[src/rtl/program_sequencer_if.sv]
// program_sequencer_if: program load, run control and processor-side signals of program_sequencer
interface program_sequencer_if #(parameter int ADDR_W = 4);
  logic WrEn, Start, Stop, Consumed, Done, STEP, Busy, Halted, Err;
  logic [9:0] WrData, DOUT;
  logic [ADDR_W-1:0] PC;
  logic [ADDR_W:0] Len;
`ifdef SEQ_SINGLE_STEP_EN
  logic StepReq;
  modport master(input WrEn, WrData, Start, Stop, Consumed, Done, StepReq,
                 output DOUT, STEP, PC, Len, Busy, Halted, Err);
  modport slave(output WrEn, WrData, Start, Stop, Consumed, Done, StepReq,
                input DOUT, STEP, PC, Len, Busy, Halted, Err);
`else
  modport master(input WrEn, WrData, Start, Stop, Consumed, Done,
                 output DOUT, STEP, PC, Len, Busy, Halted, Err);
  modport slave(output WrEn, WrData, Start, Stop, Consumed, Done,
                input DOUT, STEP, PC, Len, Busy, Halted, Err);
`endif
endinterface

[src/rtl/program_sequencer.sv]
// program_sequencer: stores a short program and feeds it to the 10-bit processor with paced STEP pulses.
// SEQ_SINGLE_STEP_EN adds StepReq: once the gap expires, each STEP waits for a StepReq rising edge.
module program_sequencer #(
  parameter int DEPTH   = 16,
  parameter int ADDR_W  = 4,
  parameter int GAP     = 3,
  parameter int TIMEOUT = 64
) (
  input logic CLK50,
  input logic Clr,
  program_sequencer_if.master bus
);
  localparam logic [2:0] IDLE = 3'd0, ISSUE = 3'd1, WAIT = 3'd2, DRAIN = 3'd3, HALT = 3'd4;
  localparam int GW = $clog2(GAP + 1);
  localparam int CW = $clog2(TIMEOUT + 1);
  logic [9:0] mem [DEPTH];
  logic [2:0] state_q, state_d;
  logic [ADDR_W:0] pc_q, pc_d, len_q, len_d;
  logic [GW-1:0] gap_q, gap_d;
  logic [CW-1:0] cnt_q, cnt_d;
  logic [9:0] dout_q, dout_d, word;
  logic step_q, step_d, err_q, err_d, busy_q, busy_d, halted_q, halted_d, we, full, go, run;
`ifdef SEQ_SINGLE_STEP_EN
  logic req_q;
  always_ff @(posedge CLK50) req_q <= Clr ? 1'b0 : bus.StepReq;
  assign go = bus.StepReq & ~req_q;
`else
  assign go = 1'b1;
`endif
  assign full = len_q == (ADDR_W+1)'(DEPTH);
  assign we = bus.WrEn && state_q == IDLE && !full;
  assign run = state_q == ISSUE || state_q == WAIT || state_q == DRAIN;
  always_comb begin
    state_d = state_q;
    pc_d = pc_q;
    len_d = len_q + (ADDR_W+1)'(we);
    gap_d = gap_q;
    cnt_d = cnt_q;
    step_d = 1'b0;
    err_d = err_q | (bus.WrEn && state_q == IDLE && full);
    case (state_q)
      IDLE, HALT: if (bus.Start && !bus.Stop && len_d != '0) begin
        state_d = ISSUE;
        pc_d = '0;
        step_d = 1'b1;
      end
      ISSUE: begin
        state_d = WAIT;
        gap_d = GW'(GAP - 1);
        pc_d = pc_q + (ADDR_W+1)'(bus.Consumed);
      end
      WAIT: if (bus.Done && pc_q == len_q) state_d = HALT;
        else if (gap_q != '0) gap_d = gap_q - GW'(1);
        else if (go) begin
          state_d = pc_q == len_q ? DRAIN : ISSUE;
          step_d = 1'b1;
          cnt_d = '0;
        end
      DRAIN: if (bus.Done) state_d = HALT;
        else if (step_q) begin
          cnt_d = cnt_q + CW'(1);
          gap_d = GW'(GAP - 1);
        end
        else if (gap_q != '0) gap_d = gap_q - GW'(1);
        else if (go) begin
          state_d = cnt_q == CW'(TIMEOUT) ? HALT : DRAIN;
          err_d = err_q | (cnt_q == CW'(TIMEOUT));
          step_d = cnt_q != CW'(TIMEOUT);
        end
      default: state_d = IDLE;
    endcase
    if (bus.Stop && run) begin
      state_d = IDLE;
      pc_d = pc_q;
      step_d = 1'b0;
      err_d = err_q;
    end
    // a word written in the same cycle as Start must reach DOUT without a memory round trip
    word = (we && len_q == pc_d) ? bus.WrData : mem[pc_d[ADDR_W-1:0]];
    dout_d = ((state_d == ISSUE || state_d == WAIT) && pc_d < len_d) ? word : '0;
    busy_d = state_d == ISSUE || state_d == WAIT || state_d == DRAIN;
    halted_d = state_d == HALT;
  end
  always_ff @(posedge CLK50) if (we && !Clr) mem[len_q[ADDR_W-1:0]] <= bus.WrData;
  always_ff @(posedge CLK50) begin
    if (Clr) begin
      state_q <= IDLE;
      pc_q <= '0;
      len_q <= '0;
      gap_q <= '0;
      cnt_q <= '0;
      dout_q <= '0;
      step_q <= 1'b0;
      err_q <= 1'b0;
      busy_q <= 1'b0;
      halted_q <= 1'b0;
    end else begin
      state_q <= state_d;
      pc_q <= pc_d;
      len_q <= len_d;
      gap_q <= gap_d;
      cnt_q <= cnt_d;
      dout_q <= dout_d;
      step_q <= step_d;
      err_q <= err_d;
      busy_q <= busy_d;
      halted_q <= halted_d;
    end
  end
  assign bus.DOUT = dout_q;
  assign bus.STEP = step_q;
  assign bus.PC = pc_q[ADDR_W-1:0];
  assign bus.Len = len_q;
  assign bus.Busy = busy_q;
  assign bus.Halted = halted_q;
  assign bus.Err = err_q;
endmodule
[src/flat_wrapper.sv]
// flat-port wrapper written by rule: the top's interface ports become plain ports
module program_sequencer_flat 
#(
  parameter int DEPTH   = 16,
  parameter int ADDR_W  = 4,
  parameter int GAP     = 3,
  parameter int TIMEOUT = 64
)
  (CLK50, Clr, bus_WrEn, bus_WrData, bus_Start, bus_Stop, bus_Consumed, bus_Done, bus_DOUT, bus_STEP, bus_PC, bus_Len, bus_Busy, bus_Halted, bus_Err);
  program_sequencer_if #(.ADDR_W(ADDR_W)) bus_i ();
  input logic CLK50;
  input logic Clr;
  input wire logic [$bits(bus_i.WrEn)-1:0] bus_WrEn;
  input wire logic [$bits(bus_i.WrData)-1:0] bus_WrData;
  input wire logic [$bits(bus_i.Start)-1:0] bus_Start;
  input wire logic [$bits(bus_i.Stop)-1:0] bus_Stop;
  input wire logic [$bits(bus_i.Consumed)-1:0] bus_Consumed;
  input wire logic [$bits(bus_i.Done)-1:0] bus_Done;
  output wire logic [$bits(bus_i.DOUT)-1:0] bus_DOUT;
  output wire logic [$bits(bus_i.STEP)-1:0] bus_STEP;
  output wire logic [$bits(bus_i.PC)-1:0] bus_PC;
  output wire logic [$bits(bus_i.Len)-1:0] bus_Len;
  output wire logic [$bits(bus_i.Busy)-1:0] bus_Busy;
  output wire logic [$bits(bus_i.Halted)-1:0] bus_Halted;
  output wire logic [$bits(bus_i.Err)-1:0] bus_Err;
  assign bus_i.WrEn = bus_WrEn;
  assign bus_i.WrData = bus_WrData;
  assign bus_i.Start = bus_Start;
  assign bus_i.Stop = bus_Stop;
  assign bus_i.Consumed = bus_Consumed;
  assign bus_i.Done = bus_Done;
  assign bus_DOUT = bus_i.DOUT;
  assign bus_STEP = bus_i.STEP;
  assign bus_PC = bus_i.PC;
  assign bus_Len = bus_i.Len;
  assign bus_Busy = bus_i.Busy;
  assign bus_Halted = bus_i.Halted;
  assign bus_Err = bus_i.Err;
  program_sequencer #(.DEPTH(DEPTH), .ADDR_W(ADDR_W), .GAP(GAP), .TIMEOUT(TIMEOUT)) u_core (.CLK50(CLK50), .Clr(Clr), .bus(bus_i));
endmodule
[config.mk]
export PLATFORM = sky130hd
export DESIGN_NAME = program_sequencer_flat
export DESIGN_NICKNAME = d
export VERILOG_FILES = /design/src/rtl/program_sequencer_if.sv /design/src/rtl/program_sequencer.sv /design/src/flat_wrapper.sv
export SDC_FILE = /design/constraint.sdc
export NUM_CORES = 1
export LEC_CHECK = 0
export BUFFER_PORTS_ARGS = -buffer_cell sky130_fd_sc_hd__buf_2
export CAP_MARGIN = 20
export CORE_MARGIN = 2
export CORE_UTILIZATION = 41
export DETAILED_ROUTE_END_ITERATION = 8
export MAX_ROUTING_LAYER = met4
export PLACE_DENSITY = 0.67
export SYNTH_ARGS = -nofsm -noshare
export SYNTH_HDL_FRONTEND = slang
export SYNTH_SLANG_ARGS = --single-unit
[constraint.sdc]
create_clock -name CLK50 -period 8.8 [get_ports CLK50]
set_input_delay 0.44 -clock CLK50 [delete_from_list [all_inputs] [get_ports CLK50]]
set_output_delay 0.44 -clock CLK50 [all_outputs]
set_load 0.005 [all_outputs]
==> impl_results.md, run 1 <==
- Max frequency: 195 MHz
- Starting Density: 41.8%
- Slew @ Worst Pin: 0.835 ns
- Hold buffer count at CTS: 0
- Post-route DRC violation count: 0
- H-tree Lvls: 4
- Worst Reg-to-Reg Cells: 17
- Worst Path Required: 9.15 ns
- Syn Nets: 722
- Post-synth EDFFs: 160
- Num Clock Sinks: 196
- CTS Buffer Depth: 2
- Most Crowded Layer GR: met2
- Terminus of the critical flop-to-flop path: u_core.bus.DOUT[5]
- CP Launch Point: u_core.bus.Len[3]
- Full die area: 22700 sq um
- Leak: 0.00379 uW
- Crit. End Element: register
- M3 GR Usage: 3.94%
- FFs w/ async S/R, synth: 0%
- Final Worst Setup Slack: 3.68 ns
- # rows: 53
- RSZ-0062 raised after global routing: false
- Routability cong.: 0.888
- Antenna-violating nets left: 0
- Vias: 5811
- Top cells by count, synth: edfxtp_1, a211oi_1, nor2_1
- Reg clk slew, reported paths: 0.08 ns
- Pins Over Slew Limit: 0
- HPWL after DPL: 13000 um
- Fin crit share: 58.2%
- Setup_tns: 0 ns
- Floorplan die height: 151 um
- Hold Vio Cnt, Final: 0
- #FFs+latches synth: 196
- Core ar.: 21100 sq um
- Worst slew margin: 44.3%
- Warning count from the yosys run: 0
- Post-CTS resize count: 0
- R2R setup slack: 3.68 ns
- CTS root buffer: clkbuf_16
- CP max FO: 18
- Synth area leader: edfxtp_1
- Crit path capture: u_core.bus.DOUT[5]
- Largest net degree at the start of global routing: 82
- Pre-Repair DR Iteration Count: 8
- Final nets: 753
- Worst-skew pair later-pin latency: 0.43 ns
- Peak supply drop: 155 uV
- GR met1 Demand/Resource: 27.9%
- Pwr per Cell Area: 200 nW/um^2
- Setup Viol. Count Final: 0
- Worst setup SP type: register
- Max_cap viols: 0
- CTS tree: yes
- Vias per cell: 5.73
- Status: complete, no violations
- Critical path class: reg -> reg
- Vias in the first global route: 5483
- Worst Clk Skew: 0.0130 ns
- Share of Yosys cell area claimed by the top area cell type: 54.5%
- Tmin final: 5.12 ns
- Fillers: 1865
- Place WS: 3.75 ns
- Mapped Avg Cell Area: 12.7 sq um
- WL per Instance: 20.6 um
- Post-CTS Setup Repair Bufs: 0
- Most frequent cell after synthesis: edfxtp_1
- Layout area overhead: 13.4%
- Met2 GRT Util: 29.5%
- Area contributors post-synth: edfxtp_1, dfxtp_1, a211oi_1
- Post-Syn Instances: 695
- Syn Std Cell Area: 8820 sq um
- Hold/Removal Path Class: in -> reg
- Layout cells sized above 1: 14.7%
- GRT Total Usage: 19.7%
- Chip width: 151 um
- CTS Buf Count: 17
- Initial DRC Count: 665
- Yosys cell types: 57
- GRT overflow: 0
- Top FF cell, synth: edfxtp_1
- Routed WL: 20900 um
- Seq/Total Area, Yosys: 62.6%
- Initial antenna violation count: 1
- WP data arrival: 5.47 ns
- Io pins: 40
- First-pass GRT wire length: 32200 um
- IO Port Bufs: 39
- Worst r2r src: u_core.bus.Len[3]
## how the worst min path moves through the flow
stage          slack, ns  depth (start not counted)                end      startpoint
2_1_floorplan       0.47                          2     u_core.bus.Err  u_core.bus.Err
3_3_place_gp        0.45                          2     u_core.bus.Err  u_core.bus.Err
3_5_place_dp        0.47                          2     u_core.bus.Err  u_core.bus.Err
4_1_cts             0.38                          1  u_core.mem[12][7]   bus_WrData[7]
5_1_grt             0.39                          1  u_core.mem[13][8]   bus_WrData[8]
6_report            0.39                          1  u_core.mem[12][7]   bus_WrData[7]
## stage by stage
stage,instances,area [sq um],util (%),power [uW],hold slack [ns]
6_report,1015,10000,47.4,2000,0.393
5_1_grt,1015,10000,47.4,2070,0.386
4_1_cts,1009,9930,47.1,2010,0.376
3_5_place_dp,977,9330,44.3,1250,0.472
3_3_place_gp,972,9260,43.9,1240,0.455
2_1_floorplan,695,8820,-,1170,0.466
## sequential cells by signal, summed over array words and instances (netlist names)
signal / cells
u_core.bus.Busy: 1
u_core.bus.DOUT: 10
u_core.bus.Err: 1
u_core.bus.Halted: 1
u_core.bus.Len: 5
u_core.bus.STEP: 1
u_core.cnt_q: 7
u_core.gap_q: 2
u_core.mem: 160
u_core.pc_q: 5
u_core.state_q: 3
## where the power goes
part	switching [uW]	internal [uW]
registers	15.8	1020
clock network	385	386
logic	130	70.3
## cell usage in the layout (no fill, tap or decap), drive strengths merged, types with 17 or more instances in the layout
cell / n
mux2i: 47
a211o: 38
inv: 60
nor2: 55
buf: 61
edfxtp: 160
nand2: 23
a211oi: 77
clkbuf: 17
dfxtp: 36
## worst max-delay path, stage by stage (launching register included)
cell       delay (ns)
dfxtp_1          0.55
nor4_1           0.33
nand2_1          0.09
nor3b_2          0.18
ha_1             0.22
ha_1             0.25
and2_0           0.18
a21o_1           0.25
a211o_1          0.40
a22oi_1          0.44
inv_1            0.17
ha_1             0.26
nand2b_1         0.14
a2111oi_0        0.36
nand4b_1         0.16
and4b_1          0.25
nor2b_1          0.62
o2bb2ai_1        0.18
## cell type report
type	count	area [sq um]	area share, %
antenna	1	2.50	0.0250
sequential	196	5530	55.2
clock inverter	15	169	1.69
timing repair buffer	61	430	4.30
multi-input combinational	400	2920	29.2
tap	275	344	3.44
inverter	50	188	1.88
clock buffer	17	425	4.25
## logic make-up after synthesis
group | share of synthesized area, %
AOI/OAI and AO/OA | 14.8
buffers and inverters | 4.92
DFF | 62.6
and+or+nand+nor | 9.13
muxes | 5.33
xor gates and xnor gates | 1.79
adders and majority gates | 1.42
## layer usage
| layer | share of wire (%) | vias up | routed length [um] |
|---|---|---|---|
| met5 | 0 | - | 0 |
| met4 | 1.6 | 0 | 339 |
| met3 | 6.2 | 28 | 1300 |
| met2 | 45 | 223 | 9330 |
| met1 | 48 | 2848 | 9970 |
| li1 | - | 2712 | - |
Power figures use the tool's default switching activity.
==> inputs of run 2 (changes only) <==
clock period = 5 ns   (was 8.8 ns; I/O delays follow)
==> impl_results.md, run 2 (synthesized netlist as in run 1, its figures left out) <==
- Post-route DRC violation count: 0
- Peak supply drop: 234 uV
- Worst Path Buf+Inv: 1
- Status: complete, no violations
- Hold-critical path depth: 1
- CP max FO: 29
- Chip width: 151 um
- Gate power share: 10.2%
- Post-CTS Setup Repair Bufs: 0
- CP delay by family, top: compound AO/OA/AOI/OAI gates
- Hold/Removal Path Class: in -> reg
- Reg area: 5530 sq um
- CTS Buf Count: 17
- Clock share of power: 36.9%
- Fin crit share: 94.2%
- Largest net degree at the start of global routing: 78
- First-pass GRT wire length: 32500 um
- Worst slew margin: 26.0%
- Tmin final: 4.71 ns
- Initial antenna violation count: 0
- Final Cell Area: 9960 sq um
- Cell Area, Placed: 9370 sq um
- Io pins: 40
- GRT Total Usage: 20.1%
- Worst Reg-to-Reg Cells: 14
- CTS tree: yes
- GRT overflow: 0
- Worst-skew pair later-pin latency: 0.43 ns
- HPWL after DPL: 13500 um
- Initial DRC Count: 520
- Worst Path Required: 5.34 ns
- GR met1 Demand/Resource: 27.6%
- H-tree Lvls: 4
- WL per Instance: 21.1 um
- CP Launch Point: u_core.bus.Len[1]
- Final nets: 759
- Critical path class: reg -> reg
- Leak: 0.00378 uW
- Number of flip-flops in the largest register: 160
- CTS Buffer Depth: 2
- Met2 GRT Util: 30.0%
- Floorplan die height: 151 um
- Reg clk slew, reported paths: 0.07 ns
- CP peak stage delay: 0.87 ns
- Sw Share: 25.5%
- Internal: 2550 uW
- Vias: 5840
- Vias in the first global route: 5484
- Most common cell after layout, fill and taps aside: edfxtp_1
- Hold buffer count at CTS: 0
- Max_cap viols: 0
- IO Port Bufs: 39
- Full die area: 22700 sq um
- Antenna-violating nets left: 0
- # rows: 53
- CTS root buffer: clkbuf_16
- Pre-Repair DR Iteration Count: 5
- Critical Path Stages: 14
- Worst setup SP type: register
- Core ar.: 21100 sq um
- Number of diodes: 0
- Layout cells sized above 1: 15.2%
- Worst Clk Skew: 0.00963 ns
- Slowest-stage cell, CP: a21oi_4
- Most frequent cells in the layout: edfxtp_1, a211oi_1, nor2_1, inv_1, mux2i_1
- Setup_tns: 0 ns
- Num Clock Sinks: 196
- Hold Vio Cnt, Final: 0
- Pins Over Slew Limit: 0
- Hold Path Origin: bus_WrData[8]
- WP data arrival: 5.05 ns
- Seq pwr share: 52.9%
- Routed WL: 21500 um
- Starting Density: 41.8%
- Fillers: 1842
- Max frequency: 212 MHz
- M3 GR Usage: 4.58%
- Crit. End Element: register
- Layout area overhead: 12.9%
- Post-CTS resize count: 0
- Vias per cell: 5.74
- Sw power: 872 uW
- Pwr per Cell Area: 344 nW/um^2
- RSZ-0062 raised after global routing: false
- Worst path cell trace: nor4_1, nand2_1, nor3b_2, ha_1, ha_1, and2_0, a21o_1, a211o_1, a21oi_4, buf_4, mux2i_1, a211o_1, and4_1, o2bb2ai_1
- Setup Viol. Count Final: 0
- Worst r2r src: u_core.bus.Len[1]
- Slew @ Worst Pin: 1.10 ns
- Area of the multi-input gates: 2930 sq um
- Most Crowded Layer GR: met2
- Routability cong.: 0.854
[run 2: changes by cell type in the layout (fill, tap and decap cells not counted), moves of 2 or more]
cell,before,now
buf_4,12,22
inv_8,5,1
buf_6,8,5
buf_16,2,0
inv_12,2,0
inv_6,3,5
[run 2: per-layer routing]
metal | vias to the layer above | part of all wire [%]
met5 | - | 0
met4 | 0 | 1.7
met3 | 23 | 6.6
met2 | 212 | 46
met1 | 2897 | 46
li1 | 2708 | -
[run 2: layout make-up]
cell class              count  area share [%]
multi-input cells         400            29.4
well taps                 275            3.45
flip-flops and latches    196            55.5
inverters                  50            1.88
repair buffers             67            4.32
clock buffers              17            4.27
clock inverters            13            1.19
[run 2: per-stage QoR]
stage / instances / hold slack, ns / utilization (%) / power [uW] / setup WS (ns)
after floorplan: 695 / 0.349 / - / 2050 / 0.993
after global placement: 982 / 0.462 / 44.3 / 2190 / 0.313
after detailed placement: 985 / 0.472 / 44.4 / 2190 / 0.188
after CTS: 1015 / 0.190 / 47.0 / 3440 / 0.104
after global routing: 1018 / 0.193 / 47.2 / 3540 / 0.0383
final: 1018 / 0.208 / 47.2 / 3430 / 0.290
[run 2: path summary, 6_finish.rpt]
check                             to  slack [ns]
hold / removal     u_core.mem[12][8]        0.21
hold reg to reg       u_core.bus.Err        0.48
setup / recovery  u_core.bus.DOUT[3]        0.29
setup reg to reg  u_core.bus.DOUT[3]        0.29
[run 2: power groups by stage]
stage	Sequential [uW]	Combinational (uW)	Clock, uW
after floorplan	1840	216	0
after CTS	1810	343	1290
after global placement	1850	337	0
after global routing	1810	381	1350
after detailed placement	1850	340	0
final	1810	348	1260
==> inputs of run 3 (changes only) <==
CAP_MARGIN = unset   (was 20)
MAX_ROUTING_LAYER = unset   (was met4)
SETUP_SLACK_MARGIN = 0.4   (was unset)
==> impl_results.md, run 3 (synthesized netlist as in run 1, its figures left out) <==
- RSZ-0062 raised after global routing: false
- Setup Viol. Count Final: 0
- Leak: 0.00376 uW
- Hold Vio Cnt, Final: 0
- Fin crit share: 86.2%
- Worst Clk Skew: 0.0155 ns
- Full die area: 22700 sq um
- Num Clock Sinks: 196
- Hold/Removal Path Class: in -> reg
- Tmin final: 4.31 ns
- Final Worst Setup Slack: 0.689 ns
- CP peak stage delay: 0.43 ns
- Worst setup SP type: register
- Worst slew margin: 15.2%
- Critical path's most frequent cell: ha_1
- Layout cells sized above 1: 15.5%
- Hold EP: u_core.mem[4][6]
- Initial DRC Count: 569
- Slowest-stage cell, CP: a211o_4
- Vias in the first global route: 5554
- Core ar.: 21100 sq um
- Worst Path Required: 5.36 ns
- Most frequent cells in the layout: edfxtp_1, a211oi_1, nor2_1, inv_1, mux2i_1
- HPWL after DPL: 13300 um
- Worst r2r src: u_core.bus.Len[0]
- GRT Total Usage: 19.8%
- Worst Path Buf+Inv: 1
- Setup_tns: 0 ns
- Floorplan die height: 151 um
- Starting Density: 41.8%
- Layout area overhead: 13.2%
- Number of flip-flops in the largest register: 160
- Antenna-violating nets left: 0
- Slew @ Worst Pin: 1.27 ns
- Routability cong.: 0.841
- Final core occ: 47.4%
- Initial antenna violation count: 0
- Chip width: 151 um
- CP max FO: 9
- Worst-skew pair later-pin latency: 0.44 ns
- First-pass GRT wire length: 33100 um
- Status: complete, no violations
- WL per Instance: 21.5 um
- IO Port Bufs: 39
- Vias per cell: 5.75
- H-tree Lvls: 4
- Critical path class: reg -> reg
- Post-route DRC violation count: 0
- Reg clk slew, reported paths: 0.07 ns
- Crit. End Element: register
- Largest net degree at the start of global routing: 78
- Pins Over Slew Limit: 0
- CTS Buffer Depth: 2
- CTS Buf Count: 17
- Post-CTS Setup Repair Bufs: 0
- GRT overflow: 0
- Place WS: 0.228 ns
- Hold Path Origin: bus_WrData[6]
- Worst path cell trace: nor4_1, nand2_1, nor3b_2, ha_1, ha_1, and2_0, a21o_1, a211o_4, a21boi_2, inv_1, ha_1, nor3_1, nor2_1, nand4b_1, and4b_2, nor2b_4, o2bb2ai_1
- CTS tree: yes
- Pwr per Cell Area: 357 nW/um^2
- Io pins: 40
- Vias: 5846
- Terminus of the critical flop-to-flop path: u_core.bus.DOUT[3]
- # rows: 53
- Routed WL: 21900 um
- Final nets: 755
- CP delay by family, top: simple AND/OR/NAND/NOR gates
- Worst Reg-to-Reg Cells: 17
- Most common cell after layout, fill and taps aside: edfxtp_1
- Pre-Repair DR Iteration Count: 5
- Peak supply drop: 255 uV
- CTS root buffer: clkbuf_16
- WP data arrival: 4.67 ns
- R2R setup slack: 0.69 ns
- Max_cap viols: 0
- Hold-critical path depth: 1
- Max frequency: 232 MHz
[run 3: changes by cell type in the layout (fill, tap and decap cells not counted), moves of 2 or more]
cell	previous run	this run
bufinv_16	0	2
clkinv_2	2	0
inv_8	1	3
clkinvlp_4	0	2
inv_6	5	3
buf_6	5	0
clkbuf_1	0	3
[run 3: final cells by class]
type                            instances  area (sq um)
Sequential cell                       196          5530
Inverter                               50           188
Tap cell                              275           344
Clock buffer                           20           437
Clock inverter                         12           160
Fill cell                            1856         11100
Timing Repair Buffer                   61           360
Multi-Input combinational cell        402          2970
Antenna cell                            1          2.50
[run 3: worst max-delay path by stage]
stage	to	from	depth (start not counted)	slack [ns]
floorplan	u_core.bus.DOUT[0]	u_core.bus.Len[0]	19	0.99
global route	u_core.bus.DOUT[0]	u_core.bus.Len[0]	17	0.37
CTS	u_core.bus.DOUT[3]	u_core.bus.Len[1]	17	0.41
finish	u_core.bus.DOUT[3]	u_core.bus.Len[0]	17	0.69
global placement	u_core.bus.DOUT[3]	u_core.bus.Len[1]	17	0.31
detailed placement	u_core.bus.DOUT[7]	u_core.bus.Len[1]	17	0.23
[run 3: stage by stage]
stage / total power (uW) / hold WS, ns / cell area (sq um) / std cells
4_1_cts: 3560 / 0.183 / 9950 / 1015
3_3_place_gp: 2190 / 0.462 / 9340 / 982
5_1_grt: 3670 / 0.192 / 9990 / 1016
2_1_floorplan: 2050 / 0.349 / 8820 / 695
3_5_place_dp: 2190 / 0.469 / 9340 / 982
6_report: 3570 / 0.203 / 9990 / 1017
[run 3: what timing repair did]
item                       4_1_cts  5_1_grt
gates resized for setup          2        9
pin swaps                        1        0
hold buffers                     0        0
setup endpoints to repair        9       10
gates cloned                     1        1
[run 3: power by group]
part / switching, uW / internal [uW]
Combinational: 244 / 119
Sequential: 22.4 / 1790
Clock: 633 / 757
Total: 900 / 2670
[run 3: per-layer routing]
metal	wire length [um]	vias to the layer above	track usage (%)
met5	0	-	0
met2	9930	226	30.6
met1	9850	2876	27.9
met3	1540	40	4.15
li1	-	2704	-
met4	536	0	6.64
